`src/rtl/index_seq_gen_pkg.sv`:
```
// Shared types and default sizing for the register-read index sequencer.
// Sized typedefs describe the default configuration.
package index_seq_gen_pkg;

  localparam int DEF_WIDTH_INDEX = 8;
  localparam int DEF_NUM_CH      = 3;
  localparam int DEF_WIDTH_MASK  = 16;

  typedef enum logic [1:0] {
    MODE_SINGLE = 2'd0,
    MODE_LINEAR = 2'd1,
    MODE_WINDOW = 2'd2,
    MODE_MASKED = 2'd3
  } idx_mode_t;

  typedef enum logic [1:0] {
    ST_IDLE = 2'd0,
    ST_RUN  = 2'd1,
    ST_FIN  = 2'd2
  } state_t;

  typedef logic [DEF_WIDTH_INDEX-1:0] index_t;
  typedef index_t [DEF_NUM_CH-1:0]     ch_index_t;
  typedef logic [DEF_WIDTH_MASK-1:0]   mask_t;

endpackage

```
`src/rtl/index_skip_find.sv`:
```
// Single-cycle search for the lowest enabled position at or above a lower bound.
// Positions beyond the held mask bits always count as enabled.
module index_skip_find #(
  parameter int WIDTH_INDEX = 8,
  parameter int WIDTH_MASK  = 16
) (
  input  logic [WIDTH_MASK-1:0]  i_mask,
  input  logic [WIDTH_INDEX-1:0] i_pos,
  input  logic                   i_incl,
  output logic                   o_found,
  output logic [WIDTH_INDEX-1:0] o_pos
);

  localparam int               LP_WE       = WIDTH_INDEX + 1;
  localparam logic [LP_WE-1:0] LP_LIMIT    = LP_WE'({WIDTH_INDEX{1'b1}});
  localparam logic [LP_WE-1:0] LP_MASK_END = LP_WE'(WIDTH_MASK);

  logic [LP_WE-1:0] w_lb;
  logic [LP_WE-1:0] w_tail;

  always_comb begin
    w_lb    = {1'b0, i_pos} + {{WIDTH_INDEX{1'b0}}, ~i_incl};
    // Fallback when no held mask bit qualifies: first position past the mask
    w_tail  = (w_lb > LP_MASK_END) ? w_lb : LP_MASK_END;
    o_found = (w_tail <= LP_LIMIT);
    o_pos   = w_tail[WIDTH_INDEX-1:0];
    for (int j = WIDTH_MASK - 1; j >= 0; j--) begin
      if (i_mask[j] && (LP_WE'(j) >= w_lb)) begin
        o_found = 1'b1;
        o_pos   = WIDTH_INDEX'(j);
      end
    end
  end

endmodule

```
`src/rtl/index_seq_gen.sv`:
```
// Multi-channel register-file index sequencer: one accepted command emits a burst of
// per-element indices in single, linear, 2-D window or mask-skipping mode.
module index_seq_gen
  import index_seq_gen_pkg::*;
#(
  parameter int WIDTH_INDEX = DEF_WIDTH_INDEX,
  parameter int NUM_CH      = DEF_NUM_CH,
  parameter int WIDTH_MASK  = DEF_WIDTH_MASK
) (
  input  logic                          clk,
  input  logic                          rst_n,
  input  logic                          i_req,
  input  logic                          i_stall,
  input  logic [1:0]                    i_mode,
  input  logic [NUM_CH*WIDTH_INDEX-1:0] i_base,
  input  logic [NUM_CH*WIDTH_INDEX-1:0] i_stride,
  input  logic [NUM_CH*WIDTH_INDEX-1:0] i_pitch,
  input  logic [WIDTH_INDEX-1:0]        i_window,
  input  logic [WIDTH_INDEX-1:0]        i_length,
  input  logic [WIDTH_MASK-1:0]         i_mask,
  input  logic [NUM_CH-1:0]             i_chen,
  output logic                          o_req,
  output logic [NUM_CH*WIDTH_INDEX-1:0] o_index,
  output logic [NUM_CH-1:0]             o_chen,
  output logic [WIDTH_INDEX-1:0]        o_count,
  output logic                          o_last,
  output logic                          o_busy,
  output logic                          o_end
);

  localparam logic [WIDTH_INDEX-1:0] LP_ONE = WIDTH_INDEX'(1);

  state_t                 r_state, w_state_next;
  idx_mode_t              r_mode;
  logic [WIDTH_INDEX-1:0] r_base   [NUM_CH];
  logic [WIDTH_INDEX-1:0] r_stride [NUM_CH];
  logic [WIDTH_INDEX-1:0] r_pitch  [NUM_CH];
  logic [WIDTH_INDEX-1:0] r_row    [NUM_CH];
  logic [WIDTH_INDEX-1:0] r_idx    [NUM_CH];
  logic [WIDTH_INDEX-1:0] r_win, r_len, r_cnt, r_inner;
  logic [WIDTH_MASK-1:0]  r_mask;
  logic [NUM_CH-1:0]      r_chen;
  logic                   r_req, r_last;

  idx_mode_t              w_mode_in;
  logic                   w_is_idle, w_acc, w_zero, w_first_last, w_next_last;
  logic [WIDTH_MASK-1:0]  w_sf_mask;
  logic [WIDTH_INDEX-1:0] w_sf_pos, w_ka, w_kb;
  logic                   w_fa, w_fb;
  logic [WIDTH_INDEX-1:0] w_in_base   [NUM_CH];
  logic [WIDTH_INDEX-1:0] w_in_stride [NUM_CH];
  logic [WIDTH_INDEX-1:0] w_in_pitch  [NUM_CH];
  logic [WIDTH_INDEX-1:0] w_mask_idx  [NUM_CH];

  assign w_mode_in = idx_mode_t'(i_mode);
  assign w_is_idle = (r_state == ST_IDLE);
  assign w_acc     = w_is_idle & i_req & ~i_stall;
  assign w_sf_mask = w_is_idle ? i_mask : r_mask;
  assign w_sf_pos  = w_is_idle ? '0 : r_cnt;

  // Finder A yields the k to emit next; finder B looks one step further for O_Last
  index_skip_find #(.WIDTH_INDEX(WIDTH_INDEX), .WIDTH_MASK(WIDTH_MASK)) u_find_a (
    .i_mask(w_sf_mask), .i_pos(w_sf_pos), .i_incl(w_is_idle), .o_found(w_fa), .o_pos(w_ka)
  );
  index_skip_find #(.WIDTH_INDEX(WIDTH_INDEX), .WIDTH_MASK(WIDTH_MASK)) u_find_b (
    .i_mask(w_sf_mask), .i_pos(w_ka), .i_incl(1'b0), .o_found(w_fb), .o_pos(w_kb)
  );

  genvar gi;
  generate
    for (gi = 0; gi < NUM_CH; gi++) begin : g_ch
      assign w_in_base[gi]   = i_base[gi*WIDTH_INDEX +: WIDTH_INDEX];
      assign w_in_stride[gi] = i_stride[gi*WIDTH_INDEX +: WIDTH_INDEX];
      assign w_in_pitch[gi]  = i_pitch[gi*WIDTH_INDEX +: WIDTH_INDEX];
      assign w_mask_idx[gi]  = (w_is_idle ? w_in_base[gi] : r_base[gi])
                             + w_ka * (w_is_idle ? w_in_stride[gi] : r_stride[gi]);
      assign o_index[gi*WIDTH_INDEX +: WIDTH_INDEX] = r_idx[gi];
    end
  endgenerate

  always_comb begin
    w_zero       = 1'b0;
    w_first_last = 1'b1;
    case (w_mode_in)
      MODE_SINGLE: begin
        w_zero       = 1'b0;
        w_first_last = 1'b1;
      end
      MODE_MASKED: begin
        w_zero       = ~(w_fa && (w_ka < i_length));
        w_first_last = ~(w_fb && (w_kb < i_length));
      end
      default: begin
        w_zero       = (i_length == '0);
        w_first_last = (i_length == LP_ONE);
      end
    endcase
    if (r_mode == MODE_MASKED) w_next_last = ~(w_fb && (w_kb < r_len));
    else                       w_next_last = ((r_cnt + LP_ONE) == (r_len - LP_ONE));
  end

  always_ff @(posedge clk or negedge rst_n) begin
    if (!rst_n) r_state <= ST_IDLE;
    else        r_state <= w_state_next;
  end

  always_comb begin
    w_state_next = r_state;
    if (!i_stall) begin
      case (r_state)
        ST_IDLE: if (i_req) w_state_next = w_zero ? ST_FIN : ST_RUN;
        ST_RUN:  if (r_req && r_last) w_state_next = ST_FIN;
        ST_FIN:  w_state_next = ST_IDLE;
        default: w_state_next = ST_IDLE;
      endcase
    end
  end

  always_comb begin
    o_busy = (r_state != ST_IDLE);
    o_end  = (r_state == ST_FIN);
  end

  always_ff @(posedge clk or negedge rst_n) begin
    if (!rst_n) begin
      r_mode <= MODE_SINGLE;
      r_win  <= '0;
      r_len  <= '0;
      r_cnt  <= '0;
      r_inner <= '0;
      r_mask <= '0;
      r_chen <= '0;
      r_req  <= 1'b0;
      r_last <= 1'b0;
      for (int c = 0; c < NUM_CH; c++) begin
        r_base[c]   <= '0;
        r_stride[c] <= '0;
        r_pitch[c]  <= '0;
        r_row[c]    <= '0;
        r_idx[c]    <= '0;
      end
    end else if (!i_stall) begin
      if (w_acc) begin
        r_mode  <= w_mode_in;
        r_win   <= (i_window == '0) ? LP_ONE : i_window;
        r_len   <= i_length;
        r_mask  <= i_mask;
        r_chen  <= i_chen;
        r_inner <= '0;
        r_cnt   <= (w_mode_in == MODE_MASKED) ? w_ka : '0;
        r_req   <= ~w_zero;
        r_last  <= w_first_last;
        for (int c = 0; c < NUM_CH; c++) begin
          r_base[c]   <= w_in_base[c];
          r_stride[c] <= w_in_stride[c];
          r_pitch[c]  <= w_in_pitch[c];
          r_row[c]    <= w_in_base[c];
          r_idx[c]    <= (w_mode_in == MODE_MASKED) ? w_mask_idx[c] : w_in_base[c];
        end
      end else if (r_state == ST_RUN) begin
        if (r_last) begin
          r_req  <= 1'b0;
          r_last <= 1'b0;
        end else begin
          r_last <= w_next_last;
          if (r_mode == MODE_MASKED) begin
            r_cnt <= w_ka;
            for (int c = 0; c < NUM_CH; c++) r_idx[c] <= w_mask_idx[c];
          end else begin
            r_cnt <= r_cnt + LP_ONE;
            // Row wrap restarts from the advanced row base instead of the inner stride
            if (r_mode == MODE_WINDOW && r_inner == (r_win - LP_ONE)) begin
              r_inner <= '0;
              for (int c = 0; c < NUM_CH; c++) begin
                r_row[c] <= r_row[c] + r_pitch[c];
                r_idx[c] <= r_row[c] + r_pitch[c];
              end
            end else begin
              r_inner <= r_inner + LP_ONE;
              for (int c = 0; c < NUM_CH; c++) r_idx[c] <= r_idx[c] + r_stride[c];
            end
          end
        end
      end
    end
  end

  assign o_req   = r_req;
  assign o_chen  = r_chen;
  assign o_count = r_cnt;
  assign o_last  = r_last;

endmodule

```
`config.mk`:
```
export PLATFORM = sky130hd
export DESIGN_NAME = index_seq_gen
export DESIGN_NICKNAME = d
export VERILOG_FILES = /design/src/rtl/index_seq_gen_pkg.sv /design/src/rtl/index_skip_find.sv /design/src/rtl/index_seq_gen.sv
export SDC_FILE = /design/constraint.sdc
export NUM_CORES = 1
export LEC_CHECK = 0
export BUFFER_PORTS_ARGS = -buffer_cell sky130_fd_sc_hd__buf_2
export CELL_PAD_IN_SITES_DETAIL_PLACEMENT = 0
export CELL_PAD_IN_SITES_GLOBAL_PLACEMENT = 2
export CORE_ASPECT_RATIO = 0.75
export CORE_UTILIZATION = 33
export CTS_CLUSTER_DIAMETER = 120
export DETAILED_ROUTE_END_ITERATION = 12
export GPL_ROUTABILITY_DRIVEN = 1
export MAX_ROUTING_LAYER = met4
export PLACE_DENSITY_LB_ADDON = 0.1
export SKIP_CTS_REPAIR_TIMING = 1
export SLEW_MARGIN = 0
export SYNTH_ARGS = -nofsm -noshare
export SYNTH_HDL_FRONTEND = slang
export SYNTH_SLANG_ARGS = --single-unit
```
`constraint.sdc`:
```
create_clock -name clk -period 8.4 [get_ports clk]
set_input_delay 0 -clock clk [delete_from_list [all_inputs] [get_ports clk]]
set_output_delay 0 -clock clk [all_outputs]
set_load 0.02 [all_outputs]
```
Word level (Yosys, flattened, before mapping)
Cells that the tools add are included.
Widths: inputs -> output; s select.
Storage, ports and cells
  register bits after elaboration: 177
  bits of input ports: 113
  logic and storage cells: 265
Cells by class
  $add $sub $neg: 15
  $mul: 3
  magnitude comparators: 39
  equality and inequality tests: 12
  muxes and demuxes: 111
  bitwise logic cells: 8
  reductions and logical operators: 52
Operator list (number)
  $mux 8: 53
  $mux 24: 10
  $ge 4x9->1 const A: 16
  $add 8x8->8: 9
  $ge 3x9->1 const A: 8
  $mux 1: 39
  $logic_and 1x1->1: 37
  $ge 1x9->1 const A: 4
  $ge 2x9->1 const A: 4
  $lt 8x8->1: 3
  $mul 8x8->8: 3
  $gt 9x5->1 const B: 2
  $le 9x8->1 const B: 2
  $mux 9: 2
  $add 8x1->8 const B: 2
  $eq 8x8->1: 2
  $logic_not 8->1: 2
  $mux 16: 1
  $sub 8x1->8 const B: 2
  $add 8x1->9: 1
  $add 8x1->9 const B: 1
  $reduce_and 3->1: 3
  $eq 2x2->1 const B: 4
  $eq 8x1->1 const B: 1
  other kinds (13): 29

Logic depth before layout (Yosys ltp)
Gate-level depths: netlist of the first run.
  depth in word-level cells: 47
  gate-level depth with buffers: 46

Modules after synthesis
From an unflattened synthesis of the first run, not the netlist that was laid out.
Unflattened totals
  cells, all modules: 1980
  area total of the unflattened synthesis: 16395.7 µm²
By module, submodules not included
  index_seq_gen: times used 1, cells each 1668, area an instance 14316.2 µm²
  index_skip_find: times used 2, cells each 156, area an instance 1039.7 µm²

Least setup slack after synthesis of the first run
OpenSTA, ideal clock, no wires.
  path kind: flip-flop to flip-flop
  from: register r_state[0]
  to: register r_idx (netlist bit o_index[23])
  setup time: 0.140 ns
  arrival: 9.117 ns
  required time: 8.260 ns
  setup slack: -0.857 ns
  cell stages (with the launch flop): 42
  path buffers: 10
  clock period less this slack: 9.257 ns
  cells stage by stage: dfrtp_1 > nor2_2 > buf_6 > inv_2 > buf_2 > buf_1 > buf_1 > clkbuf_1 > buf_1 > and2_1 > ha_1 > buf_2 > and4_1 > a211oi_1 > a211oi_2 > nor2b_1 > clkbuf_2 > and2_1 > [... 6 more ...] > inv_1 > ha_1 > inv_1 > fa_1 > fa_1 > inv_1 > a21o_1 > a21oi_1 > xnor2_1 > xnor2_1 > xnor2_1 > xnor2_1 > xnor2_1 > xnor2_1 > xnor2_1 > mux2_2 > nand2_1 > a31oi_1
On the way
  longest elaborated chain between the ends: 27
RTL lines
  from (decl): line index_seq_gen.sv:33  | state_t r_state, w_state_next;
  from (signal assigned): line index_seq_gen.sv:104  | else r_state <= w_state_next;
  $logic_not 2->1: line index_seq_gen.sv:56  | assign w_is_idle = (r_state == ST_IDLE);
  $mux 8 or $not 1->1 (tied branches): line index_seq_gen.sv:59, index_skip_find.sv:22
  $add 8x1->9: line index_skip_find.sv:22  | w_lb = {1'b0, i_pos} + {{WIDTH_INDEX{1'b0}}, ~i_incl};
  $gt 9x5->1 or $ge 4x9->1 (tied branches): line index_skip_find.sv:24, index_skip_find.sv:28
  $mux 9 or $logic_and 1x1->1 (tied branches): line index_skip_find.sv:24, index_skip_find.sv:28
  $mux 8 (16 in series): line index_skip_find.sv:28  | if (i_mask[j] && (LP_WE'(j) >= w_lb)) begin
  $mul 8x8->8: line index_seq_gen.sv:76  | + w_ka * (w_is_idle ? w_in_stride[gi] : r_stride[gi]);
  $add 8x8->8: line index_seq_gen.sv:76
  $mux 24: line index_seq_gen.sv:166  | if (r_mode == MODE_MASKED) begin
  $mux 24: line index_seq_gen.sv:161  | if (r_last) begin
  $mux 24: line index_seq_gen.sv:160  | end else if (r_state == ST_RUN) begin
  $mux 24: line index_seq_gen.sv:143  | if (w_acc) begin
  to (signal, indexed assignment): line index_seq_gen.sv:158  | r_idx[c] <= (w_mode_in == MODE_MASKED) ? w_mask_idx[c] : w_in_base[c];
  to (signal, indexed assignment): line index_seq_gen.sv:176  | r_idx[c] <= r_row[c] + r_pitch[c];
  to (decl): line index_seq_gen.sv:39  | logic [WIDTH_INDEX-1:0] r_idx [NUM_CH];
Several ways; a longest one is shown, not always the timed one. The select of a mux whose other input is x is not followed.
A chain may end at the register's enable or synchronous reset.

Final worst setup path of the first run
  from: register r_state[0]
  to: register r_idx (netlist bit o_index[15])
Same word-level chain as after synthesis.

==> results.md, run 1 <==
- The number of buffers inserted during clock tree synthesis is 17.
- The residual antenna-violating net count after detailed routing is 0.
- The HPWL after detailed placement is 42.8 mm.
- The endpoint identified for the worst register-to-register timing path is o_index[15]$_DFFE_PN0P_.
- The mapped cell area is 16,000 sq um.
- The via count of the first global-routing pass is 13,824.
- The start of the worst register-to-register path is r_state[0]$_DFFE_PN0P_.
- The number of cells in the design after placement is 2,696.
- The data arrival time of the worst path is 8260 ps.
- The number of hold-slack violations in the final timing report is 0.
- For this configuration, the core starts out at a cell density of 0.336.
- The CTS tree is built.
- The register-to-register path setup slack is 500 ps.
- In this run the horizontal extent of the chip is 256 microns.
- The data required time at the worst endpoint is 8760 ps.
- From synthesis to final layout, the design area changed by 19.8%.
- For the pin with the worst max-slew slack, the measured transition is 961 ps.
- nand2_1 is the most common cell in the netlist.
- The I/O pin count is 152.
- The final count of negative-setup-slack endpoints is 0.
- The first global-routing pass estimated 86.6 mm of wire.
- Counting stages on the worst path, the most repeated cell is xnor2_1.
- The post-route clock skew is 9.96 ps.
- Synthesis inferred 177 register bits.
- After clock tree synthesis, the clock-pin slew on the worst setup and hold paths is 80 ps.
- The number of buffers inserted by port buffering is 151.
- The clock latency on the worst-skew pair is 460 ps.
- The root buffer cell is clkbuf_16.
- The count of yosys warnings during synthesis is 0.
- The sum of overflow across all layers after global routing is 0.
- The synthesized instance count is 1,972.
- Routability-driven placement finished with a final weighted congestion of 0.893.
- The post-synthesis area per instance is 8.10 sq um.
- The average via count per standard cell is 5.08.
- Entering global routing, the biggest net connects 74 pins.
- The post-detailed-routing wire length is 57.5 mm.
- The max-slew violation count is 0.
- After detailed placement, the total cell area comes to 17,400 sq um.
- The number of cells on the worst reg-to-reg path is 36.
- Static timing analysis puts the maximum clock frequency at 127 MHz.
- The shortest clock period the worst path allows after layout is 7900 ps.
- The final-layout setup total negative slack is 0 ps.
- The number of nets in the layout is 2,485.
- In this run the worst hold path is classified as in2async.
- The final design area excluding fillers is 19,100 sq um.
- The highest fanout seen on the critical path is 15.
- The chip height is 192 microns.
- The slowest stage of the critical path is the fa_1 cell.
- The critical path launch point type is a flop.
- The final period utilization is 0.940.
- Summing over every cut layer, the via total after detailed routing is 14,432.
- The startpoint-to-endpoint class of the critical path is reg2reg.
- The tree built by TritonCTS fans out to 177 sinks.
- Yosys attributes the largest share of cell area to dfrtp_1 28%, nand2_1 11%, ha_1 9.6%.
- Of the post-synthesis cell area, the dominant cell type holds 0.277.
- The area inside the core boundary is 47,600 sq um.
- The run finished with clean final reports.
- The mean routed wirelength per cell is 20.2 microns.
- For this run, the register share of the synthesized area comes to 0.277.
- The initialized floorplan defines 69 standard-cell rows.
- The die outline area is 49,300 sq um.
- The count of cells in the finished layout, fillers not included, comes to 2,840.
- The H-tree generated during clock tree synthesis spans 4 levels.
- The number of antenna violations at the first check in global routing is 2.
- Setup repair after global routing left no endpoint under its margin.
- The most used flip-flop cell after synthesis is dfrtp_1.
- The clock tree buffer depth is 2.
- The post-detailed-route DRC marker count is 0.
- The cell accounting for the most synthesized area is dfrtp_1.
- In this run, the number of DRC markers left after iteration 0 of detailed routing was 976.
- Sorting the synthesized cells by how often they occur yields 463 x nand2_1, 177 x dfrtp_1, 163 x inv_1.
- The share of post-route cells with drive strength above 1 is 0.121.
- In the global route stage, overall resource usage came out at 0.242.
- The remaining max-slew budget at the tightest pin is 0.357.
- For this run, asynchronously set or reset flops after synthesis account for 1.00.
- The max-cap check violation count is 0.
- The worst setup path is captured at a flop.
- The first detailed-routing pass took 7 iterations.
- The peak per-stage delay on the critical path is 550 ps.
- The number of nets in the synthesized netlist is 2,268.
- The number of distinct library cells after synthesis is 94.
- Yosys mapped a number of flops with a built-in enable equal to 0.
-- placed cells by master (no fill, tap or decap), types with 9 or more instances in the layout --
master | netlist | routed
nand2_1 | 463 | 463
dfrtp_1 | 177 | 177
inv_1 | 163 | 163
buf_2 | 15 | 150
nor2_1 | 137 | 136
ha_1 | 123 | 123
dlygate4sd3_1 | 0 | 112
xnor2_1 | 106 | 106
a21oi_1 | 107 | 106
o21ai_0 | 76 | 76
fa_1 | 60 | 60
mux2i_1 | 53 | 53
buf_4 | 3 | 36
xor2_1 | 35 | 34
a21o_1 | 25 | 24
nand3_1 | 21 | 21
o21bai_1 | 20 | 20
a211oi_1 | 19 | 19
nand2b_1 | 19 | 19
clkbuf_16 | 0 | 17
a31oi_1 | 16 | 16
and2_1 | 16 | 15
o22ai_1 | 14 | 14
o211ai_1 | 13 | 13
nor3_1 | 13 | 13
o31ai_1 | 12 | 12
mux2_2 | 11 | 11
o21ai_1 | 10 | 10
o21a_1 | 9 | 9
and3_1 | 9 | 9
nor2b_1 | 9 | 9
nor4_1 | 9 | 9
-- registers in the layout, indices dropped and copies added, names as in the netlist --
name,cells
o_index,24
r_base,24
r_pitch,24
r_row,24
r_stride,24
r_mask,16
o_count,8
r_inner,8
r_len,8
r_win,8
o_chen,3
r_mode,2
r_state,2
o_last,1
o_req,1
-- metal layers --
layer / track usage / vias to the layer above / wire length (microns)
met5: - / - / 0
met1: 0.351 / 7054 / 29500
met4: 0.0325 / 0 / 310
met3: 0.0359 / 20 / 2530
li1: - / 7038 / -
met2: 0.362 / 320 / 25200
-- stage by stage --
stage | setup WS, ps | utilization | hold slack (ps)
2_1_floorplan | 7.97 | - | -296
3_3_place_gp | 492 | 0.365 | 20.7
3_5_place_dp | 488 | 0.365 | 29.3
4_1_cts | 412 | 0.378 | -483
5_1_grt | 51.1 | 0.402 | 79.8
6_report | 503 | 0.402 | 75.4
-- worst max path at each step --
| stage | from | to | slack (ps) | cells after the start |
|---|---|---|---|---|
| 2_1_floorplan | r_state[0]$_DFFE_PN0P_ | o_index[23]$_DFFE_PN0P_ | 8 | 41 |
| 3_3_place_gp | r_state[0]$_DFFE_PN0P_ | o_index[15]$_DFFE_PN0P_ | 490 | 30 |
| 3_5_place_dp | r_state[0]$_DFFE_PN0P_ | o_index[15]$_DFFE_PN0P_ | 490 | 30 |
| 4_1_cts | r_state[0]$_DFFE_PN0P_ | o_index[15]$_DFFE_PN0P_ | 410 | 30 |
| 5_1_grt | r_state[0]$_DFFE_PN0P_ | o_index[15]$_DFFE_PN0P_ | 50 | 35 |
| 6_report | r_state[0]$_DFFE_PN0P_ | o_index[15]$_DFFE_PN0P_ | 500 | 36 |
-- kinds of logic (layout without fill, tap and decap cells) --
| group | count (synthesis) | count (layout) | share of synthesized area |
|---|---|---|---|
| DFF | 177 | 177 | 0.277 |
| adders and majority gates | 185 | 185 | 0.173 |
| buffers and inverters | 269 | 497 | 0.0677 |
| AOI/OAI and AO/OA | 396 | 396 | 0.163 |
| and+or+nand+nor | 735 | 735 | 0.195 |
| muxes | 66 | 66 | 0.0428 |
| xor gates and xnor gates | 144 | 144 | 0.0811 |
| other | 0 | 1 | 0 |
-- layout make-up --
class	instances	area, sq um
clock inverter	10	126
inverter	168	634
antenna	1	2.50
multi-input combinational	1526	10500
sequential	177	4430
tap	639	800
timing repair buffer	299	2160
fill	4919	28400
clock buffer	20	467
-- worst max-delay path, delay by kind of cell (launching register included) --
kind                     cells  cell delay [ps]
AO/OA/AOI/OAI                7             1420
AND/OR/NAND/NOR              7             1310
flip-flops                   1              410
adder cells (fa/ha/maj)      7             2500
XOR/XNOR                     7             1330
buffers and inverters        8              810
Power of run 1 is not shown: default switching activity piles up to over one toggle a cycle in this logic, so the estimate is an artifact.
==> run 2: changes to the inputs <==
Settings changed: CORE_ASPECT_RATIO 0.75 to unset.
==> run 2 against run 1 <==
- first-iteration DRC count down 6.6%
- utilization down 0.099 points
- non-clock buffer count up 1
- die area about the same
- clock skew up 0.88 ps
- highest routed layer unchanged
- the flow now finishes with violations (negative hold slack)
- register-to-register slack better by 270 ps
- maximum frequency up 3.6%
- final area up 0.12%
- hold slack worse by 95 ps
- clock-buffer cell count down 2
==> results.md, run 2 (synthesized netlist as in run 1, its figures left out) <==
- The run finished, with violations left.
- The checks that failed: negative hold slack.
- The data required time at the worst endpoint is 8790 ps.
- The chip height is 222 microns.
- Between clock sinks in the finished design, the worst skew comes to 10.8 ps.
- The initial cell density of the core is 0.334.
- For this block, the routed nets add up to 57.3 mm of wire.
- The max-slew violation count is 0.
- The share of post-route cells with drive strength above 1 is 0.120.
- For this run, the total global-route usage over all layers was measured as 0.244.
- The number of placement rows is 80.
- The number of hold-slack violations in the final timing report is 1.
- The CTS tree is built.
- The detailed router finished its first iteration with 912 violations.
- The clock tree buffer depth is 2.
- In this run the critical register-to-register path is captured at o_index[7]$_DFFE_PN0P_.
- The number of buffers inserted by port buffering is 151.
- In this run the critical register-to-register path is launched from r_state[0]$_DFFE_PN0P_.
- The diode insertion count for antenna repair is 0.
- After floorplanning, the core was sized to cover 47,700 sq um.
- After detailed routing, the number of vias per cell comes to 5.11.
- Pin placement for this block handled 152 I/O pins.
- The worst setup path is launched from a flop.
- The die outline area is 49,300 sq um.
- Setup repair after global routing left no endpoint under its margin.
- The worst register-to-register path has a depth of 31.
- Entering global routing, the biggest net connects 157 pins.
- The number of nets in the layout is 2,486.
- The width of the die is 222 microns.
- The highest routing layer actually used is met4.
- The number of antenna violations at the first check in global routing is 1.
- The library cell used most frequently in the layout, excluding fill and tap cells, is nand2_1.
- The detail route stage leaves a number of antenna-violating nets equal to 0.
- The post-detailed-route DRC marker count is 0.
- The HPWL after detailed placement is 41.4 mm.
- The final period utilization is 0.908.
- The total clock sinks is 177.
- On the final layout, the worst hold slack is -19.5 ps.
- Across all register-to-register paths, the minimum setup slack is 780 ps.
- The worst min-delay path startpoint is i_mode[0].
- The library cells used most frequently in the layout, excluding fill and tap cells, are 463 x nand2_1, 177 x dfrtp_1, 163 x inv_1.
- The final-layout setup total negative slack is 0 ps.
- The number of buffers and inverters on the critical path is 5.
- In the detailed route, the total length drawn on met3 is 1.79 mm.
- The global-route wire length before repair is 88.0 mm.
- The H-tree generated during clock tree synthesis spans 4 levels.
- The highest-delay cell along the critical path is nor4b_4.
- The worst path needs 7620 ps of the cycle, external delays included.
- The area growth from synthesis to layout is 19.9%.
- The top cell family by delay on the critical path is adder cells.
- The routed metal-1 wirelength is 28.1 mm.
- The remaining max-slew budget at the tightest pin is 0.362.
- Setup violations remaining at the end of the flow were counted as 0.
- In this design, the critical path's most frequently occurring cell is xnor2_1.
- The first TritonRoute pass finished after 5 iterations.
- Derived from the worst setup path, the maximum achievable clock frequency is 131 MHz.
- The routed design uses 26.5 mm of met2 wire.
- The nature of the critical path endpoint is a flop.
- In this run the worst path has a maximum fanout of 10.
- The data arrival time of the worst path is 8020 ps.
- The transition at the pin with the smallest max-transition slack is 957 ps.
- The root buffer cell is clkbuf_16.
- The clock slew seen by the registers of the worst setup and hold paths is 80 ps.
- The number of buffers inserted during clock tree synthesis is 17.
- Routability-driven placement finished with a final weighted congestion of 0.891.
- The via count of the first global-routing pass is 14,068.
- For hold timing, the worst endpoint is r_mode[0]$_DFFE_PN0P_.
- The filler cell count is 4,980.
- The critical path in this run is classified as reg2reg.
- Clock latency on the worst-skew pair, taken at its later pin, is 500 ps.
- The peak per-stage delay on the critical path is 780 ps.
- The path class of the tightest hold or removal check is in2reg.
- The sum of overflow across all layers after global routing is 0.
- The routed via count is 14,392.
- The worst hold path passes through 3 cells.
- The mean routed wirelength per cell is 20.3 microns.
- The max-cap check violation count is 0.
## run 2: layer usage
metal | vias to the layer above | global-route usage
met2 | 292 | 0.379
met1 | 7008 | 0.336
li1 | 7048 | -
met5 | - | -
met4 | 0 | 0.0540
met3 | 44 | 0.0339
## run 2: worst max path at each step
stage / from / endpoint / cells past startpoint / slack [ps]
2_1_floorplan: r_state[0]$_DFFE_PN0P_ / o_index[23]$_DFFE_PN0P_ / 41 / 8
3_3_place_gp: o_count[2]$_DFFE_PN0P_ / o_index[23]$_DFFE_PN0P_ / 27 / 790
3_5_place_dp: o_count[2]$_DFFE_PN0P_ / o_index[23]$_DFFE_PN0P_ / 27 / 720
4_1_cts: o_count[2]$_DFFE_PN0P_ / o_index[23]$_DFFE_PN0P_ / 27 / 690
5_1_grt: r_state[0]$_DFFE_PN0P_ / o_index[7]$_DFFE_PN0P_ / 31 / 200
6_report: r_state[0]$_DFFE_PN0P_ / o_index[7]$_DFFE_PN0P_ / 31 / 780
## run 2: area by class of cell
class,instances,area (sq um),share of cell area
clock buffer,18,439,0.0229
clock inverter,13,198,0.0103
inverter,168,633,0.0331
multi-input combinational,1526,10500,0.548
sequential,177,4430,0.231
tap,615,769,0.0402
timing repair buffer,300,2190,0.114
## run 2: worst reg2reg max path: cells and delay by family, from the launching register on
family,cells,cell delay (ps)
AOI/OAI and AO/OA,7,1470
and+or+nand+nor,6,1530
adders and majority gates,6,2600
DFF,1,420
buffers and inverters,5,350
xor gates and xnor gates,7,1170
## run 2: through the flow
| stage | util | setup WS, ps | hold slack [ps] | instance area (sq um) | cells |
|---|---|---|---|---|---|
| after detailed placement | 0.364 | 719 | 1.45 | 17400 | 2674 |
| after floorplan | - | 7.97 | -296 | 16000 | 1972 |
| after global placement | 0.364 | 789 | 4.34 | 17400 | 2674 |
| after global routing | 0.401 | 201 | 33.0 | 19100 | 2817 |
| after CTS | 0.377 | 691 | -552 | 18000 | 2705 |
| final | 0.401 | 777 | -19.5 | 19100 | 2817 |
Power of run 2 is left out for the same reason.
==> run 3: changes to the inputs <==
Settings changed: RECOVER_POWER set to 50.
==> run 3 against run 2 <==
- the flow finishes with violations (negative hold slack, max-capacitance violations, max-slew violations)
- flip-flop and latch count stayed put
- highest routed layer unchanged
- largest cell class unchanged
- critical path type unchanged
- global-route usage stayed put
- critical endpoint is now o_index[23]$_DFFE_PN0P_
- sequential share of layout area is 0.077 points higher
==> results.md, run 3 (synthesized netlist as in run 1, its figures left out) <==
- The run finished, with violations left.
- The checks that failed: negative hold slack, max-capacitance violations, max-slew violations.
- The post-detailed-routing wire length is 57.4 mm.
- The root buffer cell is clkbuf_16.
- The cell with the most instances on the worst path is xnor2_1.
- The final worst slack is 585 ps.
- In this run the worst hold path is classified as in2reg.
- The first TritonRoute pass finished after 5 iterations.
- The weighted congestion reported at the end of routability-driven placement is 0.891.
- For flop-to-flop paths, the worst setup slack is 590 ps.
- STA classifies the critical path startpoint as a flop.
- In this run the tightest slew margin relative to its limit is -1.58.
- The total clock sinks is 177.
- The die is 222 microns wide.
- The floorplan step defined a core boundary enclosing 47,700 sq um.
- The share of post-route cells with drive strength above 1 is 0.103.
- The HPWL after detailed placement is 41.4 mm.
- The via count of the first global-routing pass is 14,068.
- The data arrival time of the worst path is 8230 ps.
- The average via count per standard cell is 5.12.
- The max-slew violation count is 182.
- The highest fanout seen on the critical path is 12.
- The maximum level of the CTS H-tree is 4.
- Across all hold checks on the routed design, the worst slack comes to -21.5 ps.
- Detailed routing inserted a total of 14,412 vias.
- The filler-free cell count of the finished design is 2,817.
- The final layout contains 2,486 nets.
- Setup repair after global routing left no endpoint under its margin.
- The endpoint of the worst hold-timing path is r_mode[0]$_DFFE_PN0P_.
- The final count of negative-setup-slack endpoints is 0.
- Leaving out fill and tap cells, the most frequent cells in the layout are 463 x nand2_1, 177 x dfrtp_1, 163 x inv_1.
- The number of cells in the design after placement is 2,674.
- The die covers 49,300 sq um.
- The startpoint identified for the worst hold timing path is i_mode[0].
- The pin count of the biggest net entering global routing is 157.
- The number of buffers inserted during clock tree synthesis is 17.
- The clock slew seen by the registers of the worst setup and hold paths is 80 ps.
- Along the worst hold path, the cell count comes to 3.
- The endpoint identified for the worst register-to-register timing path is o_index[23]$_DFFE_PN0P_.
- Across the run, the number of max-cap violations was 3.
- The final-layout setup total negative slack is 0 ps.
- The later pin in the worst-skew pair is clocked with a latency of 500 ps.
- Before CTS, the worst setup slack after placement is 719 ps.
- In the finished design, the share of the clock period the worst path needs comes to 0.930.
- The CTS tree is built.
- The area growth from synthesis to layout is 19.5%.
- The diode insertion count for antenna repair is 0.
- The clock arrives with 10.2 ps of skew.
- In this run the core area contains 80 standard-cell rows.
- Leaving out fill and tap cells, the most frequent cell in the layout is nand2_1.
- The number of antenna violations at the first check in global routing was 1.
- The global-route wire length before repair is 88.0 mm.
- The transition at the pin with the smallest max-transition slack is 3870 ps.
- The shortest clock period the worst path allows after layout is 7810 ps.
- For this configuration, the core starts out at a cell density of 0.334.
- The start of the worst register-to-register path is o_count[0]$_DFFE_PN0P_.
- The initial detailed-routing violation count is 882.
- The number of hold-slack violations in the final timing report is 1.
- On the critical path, the stage with the largest delay is an instance of nor4b_4.
- Once layout is complete, the utilization of the core stands at 0.400.
- The data required time at the worst endpoint is 8810 ps.
- Timing would allow up to 128 MHz.
- The sum of overflow across all layers after global routing is 0.
- For the worst flop-to-flop path, the logic depth is 28.
- The startpoint-to-endpoint class of the critical path is reg2reg.
- The die is 222 microns tall.
- Port buffering added 151 buffers.
- The mean routed wirelength per cell is 20.4 microns.
- For this run, the total global-route usage over all layers was measured as 0.244.
- The peak per-stage delay on the critical path is 780 ps.
- Counting along the longest clock path gives a buffer depth of 2.
- The residual antenna-violating net count after detailed routing is 0.
- For this run, design rule violations remaining after detail routing come to 0.
- STA classifies the critical path endpoint as a flop.
- The I/O pin count is 152.
## run 3: changes by cell type in the layout (fill, tap and decap cells not counted)
| cell | delta |
|---|---|
| buf_4 | -3 |
| buf_2 | -34 |
| clkbuf_1 | +38 |
| clkbuf_8 | -1 |
## run 3: layer usage
| layer | track usage | vias up | wire (microns) |
|---|---|---|---|
| met5 | - | - | 0 |
| met4 | 0.0540 | 0 | 805 |
| met3 | 0.0339 | 44 | 1590 |
| met2 | 0.379 | 243 | 26600 |
| met1 | 0.336 | 7082 | 28500 |
| li1 | - | 7043 | - |
## run 3: cell type report
| cell class | instances | area (sq um) |
|---|---|---|
| well taps | 615 | 769 |
| inverters | 168 | 633 |
| fillers | 4998 | 28700 |
| multi-input cells | 1526 | 10500 |
| flip-flops and latches | 177 | 4430 |
| clock buffers | 18 | 439 |
| clock inverters | 13 | 198 |
| repair buffers | 300 | 2120 |
## run 3: worst max path at each step
| stage | startpoint | endpoint | cells past startpoint |
|---|---|---|---|
| finish | o_count[0]$_DFFE_PN0P_ | o_index[23]$_DFFE_PN0P_ | 28 |
| detailed placement | o_count[2]$_DFFE_PN0P_ | o_index[23]$_DFFE_PN0P_ | 27 |
| global route | o_count[0]$_DFFE_PN0P_ | o_index[7]$_DFFE_PN0P_ | 27 |
| floorplan | r_state[0]$_DFFE_PN0P_ | o_index[23]$_DFFE_PN0P_ | 41 |
| global placement | o_count[2]$_DFFE_PN0P_ | o_index[23]$_DFFE_PN0P_ | 27 |
| CTS | o_count[2]$_DFFE_PN0P_ | o_index[23]$_DFFE_PN0P_ | 27 |
## run 3: per-stage QoR
| stage | area (sq um) | hold slack, ps |
|---|---|---|
| after floorplan | 16000 | -296 |
| after global placement | 17400 | 4.34 |
| after detailed placement | 17400 | 1.45 |
| after CTS | 18000 | -552 |
| after global routing | 19100 | 33.0 |
| final | 19100 | -21.5 |
## run 3: worst max-delay path: cells and delay by family (launching register included)
family | cells | cell delay [ps]
flops | 1 | 340
mux | 2 | 470
buf+inv | 4 | 740
simple gates | 5 | 1720
fa+ha+maj | 5 | 2330
xor+xnor | 7 | 1100
compound gates | 5 | 1030
Power of run 3 is left out for the same reason.
